## src/rtl/bcd_countdown_timer_pkg.sv

```systemverilog
// Shared types and helpers for the BCD game timer.
//   state_e   : controller states (2-bit encoding)
//   status_t  : registered status outputs presented on the bus
//   bcd_clamp : saturate a nibble to a legal BCD digit
package bcd_countdown_timer_pkg;

    localparam int unsigned BCD_W   = 4;
    localparam logic [3:0]  BCD_MAX = 4'd9;

    typedef enum logic [1:0] {
        ST_IDLE    = 2'd0,
        ST_RUN     = 2'd1,
        ST_PAUSED  = 2'd2,
        ST_EXPIRED = 2'd3
    } state_e;

    typedef struct packed {
        logic running;
        logic done;
        logic expired;
    } status_t;

    // Nibbles above 9 are not BCD; saturate them so the count chain stays legal.
    function automatic logic [3:0] bcd_clamp(input logic [3:0] nib);
        return (nib > BCD_MAX) ? BCD_MAX : nib;
    endfunction

endpackage

```

## src/rtl/bcd_countdown_timer_if.sv

```systemverilog
// Control/status bus of the BCD game timer.
//   master : game controller side (drives start/pause/up_mode/load/load_value)
//   slave  : timer side (drives digits/running/done/expired)
interface bcd_countdown_timer_if #(
    parameter int unsigned DIGITS = 3
) ();

    localparam int unsigned W = 4 * DIGITS;

    logic         start;
    logic         pause;
    logic         up_mode;
    logic         load;
    logic [W-1:0] load_value;
    logic [W-1:0] digits;
    logic         running;
    logic         done;
    logic         expired;

    modport master (
        output start, pause, up_mode, load, load_value,
        input  digits, running, done, expired
    );

    modport slave (
        input  start, pause, up_mode, load, load_value,
        output digits, running, done, expired
    );

endinterface

```

## src/rtl/bcd_countdown_timer_tick_prescaler.sv

```systemverilog
// Step-rate prescaler for the BCD timer.
//   clk, resetn : clock, async active-low reset
//   en          : count enable (held value is kept while low)
//   clr         : synchronous clear to 0, dominates en
//   tick_c      : combinational, high in the cycle the counter sits at TICK_DIV-1 with en
module bcd_countdown_timer_tick_prescaler #(
    parameter int unsigned TICK_DIV = 50000000
) (
    input  logic clk,
    input  logic resetn,
    input  logic en,
    input  logic clr,
    output logic tick_c
);

    localparam int unsigned      CNT_W = $clog2(TICK_DIV);
    localparam logic [CNT_W-1:0] LAST  = CNT_W'(TICK_DIV - 1);

    logic [CNT_W-1:0] cnt_q;
    logic [CNT_W-1:0] cnt_d;

    assign tick_c = en && (cnt_q == LAST);

    // Wrap on tick so steps are exactly TICK_DIV enabled cycles apart.
    always_comb begin
        cnt_d = cnt_q;
        if (clr) begin
            cnt_d = '0;
        end else if (tick_c) begin
            cnt_d = '0;
        end else if (en) begin
            cnt_d = cnt_q + CNT_W'(1);
        end
    end

    always_ff @(posedge clk or negedge resetn) begin
        if (!resetn) begin
            cnt_q <= '0;
        end else begin
            cnt_q <= cnt_d;
        end
    end

endmodule

```

## src/rtl/bcd_countdown_timer.sv

```systemverilog
// Parametrised BCD game timer: counts DIGITS decimal digits down from the preset to
// zero, or up from zero to the preset, one step per TICK_DIV clocks.
//   CLOCK_50 : system clock (posedge)
//   resetn   : async active-low reset
//   bus      : slave side of bcd_countdown_timer_if
//              in : start, pause, up_mode, load, load_value
//              out: digits (packed BCD), running, done, expired (1-cycle pulse)
module bcd_countdown_timer
    import bcd_countdown_timer_pkg::*;
#(
    parameter int unsigned         DIGITS      = 3,
    parameter int unsigned         TICK_DIV    = 50000000,
    parameter logic [4*DIGITS-1:0] START_VALUE = 12'h100
) (
    input  logic                        CLOCK_50,
    input  logic                        resetn,
    bcd_countdown_timer_if.slave        bus
);

    localparam int unsigned W = BCD_W * DIGITS;

    state_e         state_q, state_d;
    logic           dir_up_q, dir_up_d;
    logic [W-1:0]   preset_q, preset_d;
    logic [W-1:0]   digits_q, digits_d;
    status_t        status_q, status_d;

    logic [W-1:0]   load_clamped;
    logic [W-1:0]   dec_val;
    logic [W-1:0]   inc_val;
    logic [W-1:0]   step_val;
    logic [W-1:0]   term_val;
    logic [W-1:0]   preset_eff;
    logic [DIGITS-1:0] borrow;
    logic [DIGITS-1:0] carry;
    logic           pre_en;
    logic           pre_clr;
    logic           tick_c;

    // Per-digit clamp and ripple borrow/carry chains.
    assign borrow[0] = 1'b1;
    assign carry[0]  = 1'b1;

    for (genvar g = 0; g < int'(DIGITS); g++) begin : g_digit
        logic [3:0] cur;
        assign cur = digits_q[BCD_W*g +: BCD_W];

        assign load_clamped[BCD_W*g +: BCD_W] = bcd_clamp(bus.load_value[BCD_W*g +: BCD_W]);

        assign dec_val[BCD_W*g +: BCD_W] = !borrow[g] ? cur :
                                           (cur == 4'd0) ? BCD_MAX : cur - 4'd1;
        assign inc_val[BCD_W*g +: BCD_W] = !carry[g] ? cur :
                                           (cur >= BCD_MAX) ? 4'd0 : cur + 4'd1;

        if (g < int'(DIGITS) - 1) begin : g_ripple
            assign borrow[g+1] = borrow[g] && (cur == 4'd0);
            assign carry[g+1]  = carry[g] && (cur >= BCD_MAX);
        end
    end

    assign step_val = dir_up_q ? inc_val : dec_val;
    // Up-mode terminal tracks the live preset so a runtime load retargets the count.
    assign term_val = dir_up_q ? preset_q : '0;

    // A load in the same cycle as start must feed the start.
    assign preset_eff = bus.load ? load_clamped : preset_q;

    // Prescaler runs in RUN, and in PAUSED once pause drops (state catches up next edge).
    assign pre_en  = ((state_q == ST_RUN) || (state_q == ST_PAUSED)) && !bus.pause;
    assign pre_clr = bus.start;

    bcd_countdown_timer_tick_prescaler #(
        .TICK_DIV (TICK_DIV)
    ) u_prescaler (
        .clk    (CLOCK_50),
        .resetn (resetn),
        .en     (pre_en),
        .clr    (pre_clr),
        .tick_c (tick_c)
    );

    // Next-state, count and status logic.
    always_comb begin
        state_d  = state_q;
        dir_up_d = dir_up_q;
        preset_d = preset_q;
        digits_d = digits_q;
        status_d = '0;

        if (bus.load) begin
            preset_d = load_clamped;
            if (state_q == ST_IDLE) begin
                digits_d = load_clamped;
            end
        end

        if (bus.start) begin
            dir_up_d = bus.up_mode;
            digits_d = bus.up_mode ? '0 : preset_eff;
            state_d  = ST_RUN;
        end else begin
            case (state_q)
                ST_RUN, ST_PAUSED: begin
                    if (tick_c) begin
                        digits_d = step_val;
                        state_d  = (step_val == term_val) ? ST_EXPIRED : ST_RUN;
                    end else if ((state_q == ST_RUN) && (digits_q == term_val)) begin
                        // Started already at the terminal value.
                        state_d = ST_EXPIRED;
                    end else begin
                        state_d = bus.pause ? ST_PAUSED : ST_RUN;
                    end
                end
                default: begin
                    state_d = state_q;
                end
            endcase
        end

        status_d.running = (state_d == ST_RUN);
        status_d.done    = (state_d == ST_EXPIRED);
        status_d.expired = (state_d == ST_EXPIRED) && (state_q != ST_EXPIRED);
    end

    always_ff @(posedge CLOCK_50 or negedge resetn) begin
        if (!resetn) begin
            state_q  <= ST_IDLE;
            dir_up_q <= 1'b0;
            preset_q <= START_VALUE;
            digits_q <= START_VALUE;
            status_q <= '0;
        end else begin
            state_q  <= state_d;
            dir_up_q <= dir_up_d;
            preset_q <= preset_d;
            digits_q <= digits_d;
            status_q <= status_d;
        end
    end

    assign bus.digits  = digits_q;
    assign bus.running = status_q.running;
    assign bus.done    = status_q.done;
    assign bus.expired = status_q.expired;

endmodule

```

## src/flat_wrapper.sv

```systemverilog
// flat-port wrapper written by rule: the top's interface ports become plain ports
module bcd_countdown_timer_flat import bcd_countdown_timer_pkg::*;
#(
    parameter int unsigned         DIGITS      = 3,
    parameter int unsigned         TICK_DIV    = 50000000,
    parameter logic [4*DIGITS-1:0] START_VALUE = 12'h100
)
  (CLOCK_50, resetn, bus_start, bus_pause, bus_up_mode, bus_load, bus_load_value, bus_digits, bus_running, bus_done, bus_expired);
  bcd_countdown_timer_if #(.DIGITS(DIGITS)) bus_i ();
  input  logic CLOCK_50;
  input  logic resetn;
  input wire logic [$bits(bus_i.start)-1:0] bus_start;
  input wire logic [$bits(bus_i.pause)-1:0] bus_pause;
  input wire logic [$bits(bus_i.up_mode)-1:0] bus_up_mode;
  input wire logic [$bits(bus_i.load)-1:0] bus_load;
  input wire logic [$bits(bus_i.load_value)-1:0] bus_load_value;
  output wire logic [$bits(bus_i.digits)-1:0] bus_digits;
  output wire logic [$bits(bus_i.running)-1:0] bus_running;
  output wire logic [$bits(bus_i.done)-1:0] bus_done;
  output wire logic [$bits(bus_i.expired)-1:0] bus_expired;
  assign bus_i.start = bus_start;
  assign bus_i.pause = bus_pause;
  assign bus_i.up_mode = bus_up_mode;
  assign bus_i.load = bus_load;
  assign bus_i.load_value = bus_load_value;
  assign bus_digits = bus_i.digits;
  assign bus_running = bus_i.running;
  assign bus_done = bus_i.done;
  assign bus_expired = bus_i.expired;
  bcd_countdown_timer #(.DIGITS(DIGITS), .TICK_DIV(TICK_DIV), .START_VALUE(START_VALUE)) u_core (.CLOCK_50(CLOCK_50), .resetn(resetn), .bus(bus_i));
endmodule
```

## config.mk

```make
export PLATFORM = sky130hd
export DESIGN_NAME = bcd_countdown_timer_flat
export DESIGN_NICKNAME = d
export VERILOG_FILES = /design/src/rtl/bcd_countdown_timer_pkg.sv /design/src/rtl/bcd_countdown_timer_if.sv /design/src/rtl/bcd_countdown_timer_tick_prescaler.sv /design/src/rtl/bcd_countdown_timer.sv /design/src/flat_wrapper.sv
export SDC_FILE = /design/constraint.sdc
export NUM_CORES = 1
export LEC_CHECK = 0
export ABC_AREA = 1
export BUFFER_PORTS_ARGS = -buffer_cell sky130_fd_sc_hd__clkbuf_2
export CORE_UTILIZATION = 55
export DETAILED_ROUTE_END_ITERATION = 10
export PLACE_DENSITY = 0.8
export SETUP_SLACK_MARGIN = 0.2
export SYNTH_ARGS = -nofsm -noshare
export SYNTH_HDL_FRONTEND = slang
export SYNTH_SLANG_ARGS = --single-unit
```

## constraint.sdc

```tcl
create_clock -name CLOCK_50 -period 2.08 [get_ports CLOCK_50]
set_clock_uncertainty 0.2 [all_clocks]
set_input_delay 0.208 -clock CLOCK_50 [delete_from_list [all_inputs] [get_ports CLOCK_50]]
set_output_delay 0.208 -clock CLOCK_50 [all_outputs]
set_load 0.02 [all_outputs]
```

==> flow_summary.toml <==
[synthesis]
synth_ff_type = "dfrtp_1"
synth_top_area_cell = "dfrtp_1"
synth-seq-cells = 56
ys_seq_area_share_pct = 32.78
synth-async-reset-ratio_pct = 100.0
synth_top_cell_area_share_pct = 31.55
synthDistinctLibCells = 53
synthTopCellsByArea = "dfrtp_1, nand2_1, nor2_1, inv_1, nand3_1"
netlist_instances = 610
syn_avg_cell_area_um2 = 7.021
yosysWarnings = 0
synth_edf_count = 0
synthesis.area_um2 = 4283
syn_nets = 641

[sta]
setup_violations = 43
rsz0062_at_grt = "true"
final-max-slew-violation-count = 0
post-route-period-util_pct = 121.4
worst_slack_ps = -445.3
finalHoldViolCount = 0
worst_pin_slew_ps = 477.1
finalCriticalPeriod_ps = 2525
clock.fmax_mhz = 396.0
fin_setup_tns_ps = -9300
slew_headroom_pct = 68.16

[global_route]
antenna_found_initial = 0
grt_pass1_wl_um = 24490
grt_pass1_vias = 5115
grt_max_degree = 37
overflow = 0
grt_usage_pct = 37.90

[worst_setup_path]
crit_required_ps = 2100
path_cells = "inv_1, nand3b_1, nor2_1, nand3_2, nor2_4, nand3_1, nor2_2, nand3_1, nor2_2, nand3_2, nand2_4, nand2_2, inv_2, nor2_2"
crit_type = "reg -> reg"
critPathTopFamily = "simple AND/OR/NAND/NOR gates"
endpoint_kind = "flop"
cpMostUsedCell = "nor2_2"
path_buf_inv = 2
crit_slowest_cell = "dfrtp_1"
crit_path_max_incr_delay_ps = 430
cp.arrival_ps = 2540
crit_fanout = 3
startpoint_type = "flop"

[drt]
firstDrtPassIters = 6
routed_wl_um = 18790
ant_nets = 0
viasPerCell = 6.515
wl_per_cell_um = 21.52
drc = 0
drt_iter0_drc = 824
route.vias.total = 5688

[floorplan]
io_pins = 33
start_util_pct = 57.81
design.core.area_um2 = 7408
num_rows = 31
dieArea_um2 = 8144
die_y_um = 90.25
die_w_um = 90.25

[placement]
post_dp_cell_area_um2 = 5243
io_buffers = 32
post-place-ws_ps = -169.0
dp.cells = 811
gp_congestion = 0.9327
post-dp-hpwl_um = 9895

[power_and_ir_drop]
p_int_w = 0.002791
seq_power_share_pct = 26.8
combPwrFrac_pct = 61.0
peakVddDrop_v = 0.0007213
power_density_nw_per_um2 = 794.1
switching_power_w = 0.002352
p_leak_nw = 3.122
swShare_pct = 45.73
power_frac_clock_pct = 12.3

[cts]
cts-root-buf = "clkbuf_8"
cts_tree = "done"
h-tree-depth = 2
cts_buffer_depth = 2
path_clk_slew_ps = 110
cts_buffers = 5
clock_latency_ps = 330
numClockSinks = 56

[status]
status = "finished, violations left"
violations = "negative setup slack"

[finish]
drive_gt1_share_pct = 43.93
fin_area_um2 = 6476
num-fill-cells = 345
area_growth_pct = 51.21
diodes = 0
instances_no_fill = 873
nNetsFinal = 804

[min_path]
hold_class = "in -> reg"

[flow_run]
drv_cap = 0
-- timing repair --
| item | in CTS | in global routing |
|---|---|---|
| endpoints found under the setup margin | 43 | 43 |
| gates cloned | 2 | 0 |
| hold endpoints to repair | 32 | 0 |
| pin swaps | 30 | 39 |
| resized for setup | 86 | 94 |
| buffers inserted | 23 | 22 |
| hold buffers | 7 | 0 |
-- Yosys cell counts (all sizes together) (5+ instances only) --
cell / n
nand2: 150
nor2: 85
inv: 71
dfrtp: 54
nand3: 52
o21ai: 43
a21oi: 25
nor3: 20
xor2: 16
ha: 13
nand4: 13
buf: 12
o22ai: 10
o211ai: 5
-- worst register-to-register path, stage by stage, from the launching register on --
cell and delay [ps]:
dfrtp_1 430, inv_1 150, nand3b_1 160, nor2_1 300
nand3_2 220, nor2_4 170, nand3_1 100, nor2_2 130
nand3_1 90, nor2_2 100, nand3_2 100, nand2_4 90
nand2_2 60, inv_2 80, nor2_2 40
-- cell usage in the layout, fill, tap and decap left out, drive strengths merged, types with 3 or more instances in the layout --
cell / instances
o211ai: 5
nor4: 4
and2: 3
nand3: 52
clkinv: 5
nand2: 150
ha: 13
o21ai: 43
o22ai: 10
a21oi: 25
nor2: 86
nand4: 13
clkbuf: 38
nand3b: 4
buf: 132
xor2: 16
dfrtp: 54
nor3: 20
inv: 70
dlygate4sd3: 7
-- per-layer routing --
layer	GRT usage, %	wire (um)
met5	0	0
met4	23.25	1861
met1	42.90	6200
met2	66.35	8670
met3	6.514	2058
-- worst paths after layout --
path | endpoint | slack (ps) | from | cells past startpoint
max | u_core.bus.running$_DFF_PN0_ | -450 | u_core.u_prescaler.cnt_q[24]$_DFFE_PN0P_ | 14
min | u_core.preset_q[10]$_DFF_PN0_ | 60 | bus_load_value[11] | 4
max reg2reg | u_core.bus.running$_DFF_PN0_ | -450 | u_core.u_prescaler.cnt_q[24]$_DFFE_PN0P_ | 14
min reg2reg | u_core.u_prescaler.cnt_q[21]$_DFFE_PN0P_ | 380 | u_core.u_prescaler.cnt_q[21]$_DFFE_PN0P_ | 2
max in group asynchronous | u_core.state_q[0]$_DFF_PN0_ | 800 | resetn | 4
min in group asynchronous | u_core.u_prescaler.cnt_q[6]$_DFFE_PN0P_ | 130 | resetn | 2
-- cell type report --
type | instances | area, um^2 | area share [%]
inverters | 75 | 325.3 | 5.023
clock buffers | 6 | 72.57 | 1.121
clock inverters | 2 | 12.51 | 0.1932
repair buffers | 171 | 1394 | 21.52
multi-input cells | 464 | 3137 | 48.44
well taps | 99 | 123.9 | 1.913
flip-flops and latches | 56 | 1411 | 21.79
-- power groups by stage --
stage                     Clock [W]  Combinational, W  Sequential [W]
final                      0.000631           0.00314         0.00138
after global routing       0.000664           0.00329         0.00139
after CTS                  0.000599           0.00268         0.00134
after detailed placement          0           0.00227         0.00135
after global placement            0           0.00219         0.00134
after floorplan                   0           0.00133         0.00143
-- registers in the layout, summed over array words and instances, names as in the netlist --
register,flops
u_core.preset_q,12
u_core.u_prescaler.cnt_q,26
u_core.bus.done,1
u_core.bus.digits,12
u_core.dir_up_q,1
u_core.state_q,2
u_core.bus.running,1
u_core.bus.expired,1
-- logic make-up after synthesis --
kind of cell / Yosys count / synth area share (%)
AOI/OAI and AO/OA: 97 / 13.12
buffers and inverters: 91 / 8.998
xor gates and xnor gates: 18 / 3.681
muxes: 1 / 0.2337
adders and majority gates: 13 / 3.798
and+or+nand+nor: 334 / 37.39
DFF: 56 / 32.78
-- through the flow --
step	hold slack, ps	util [%]	power, W
floorplan	-287.6	-	0.002758
global placement	-39.18	70.77	0.003525
detailed placement	-37.34	70.77	0.003617
CTS	2.635	80.09	0.004614
global route	54.06	87.42	0.005344
finish	62.08	87.42	0.005143
Note: power is estimated with default switching activity, not from simulation.
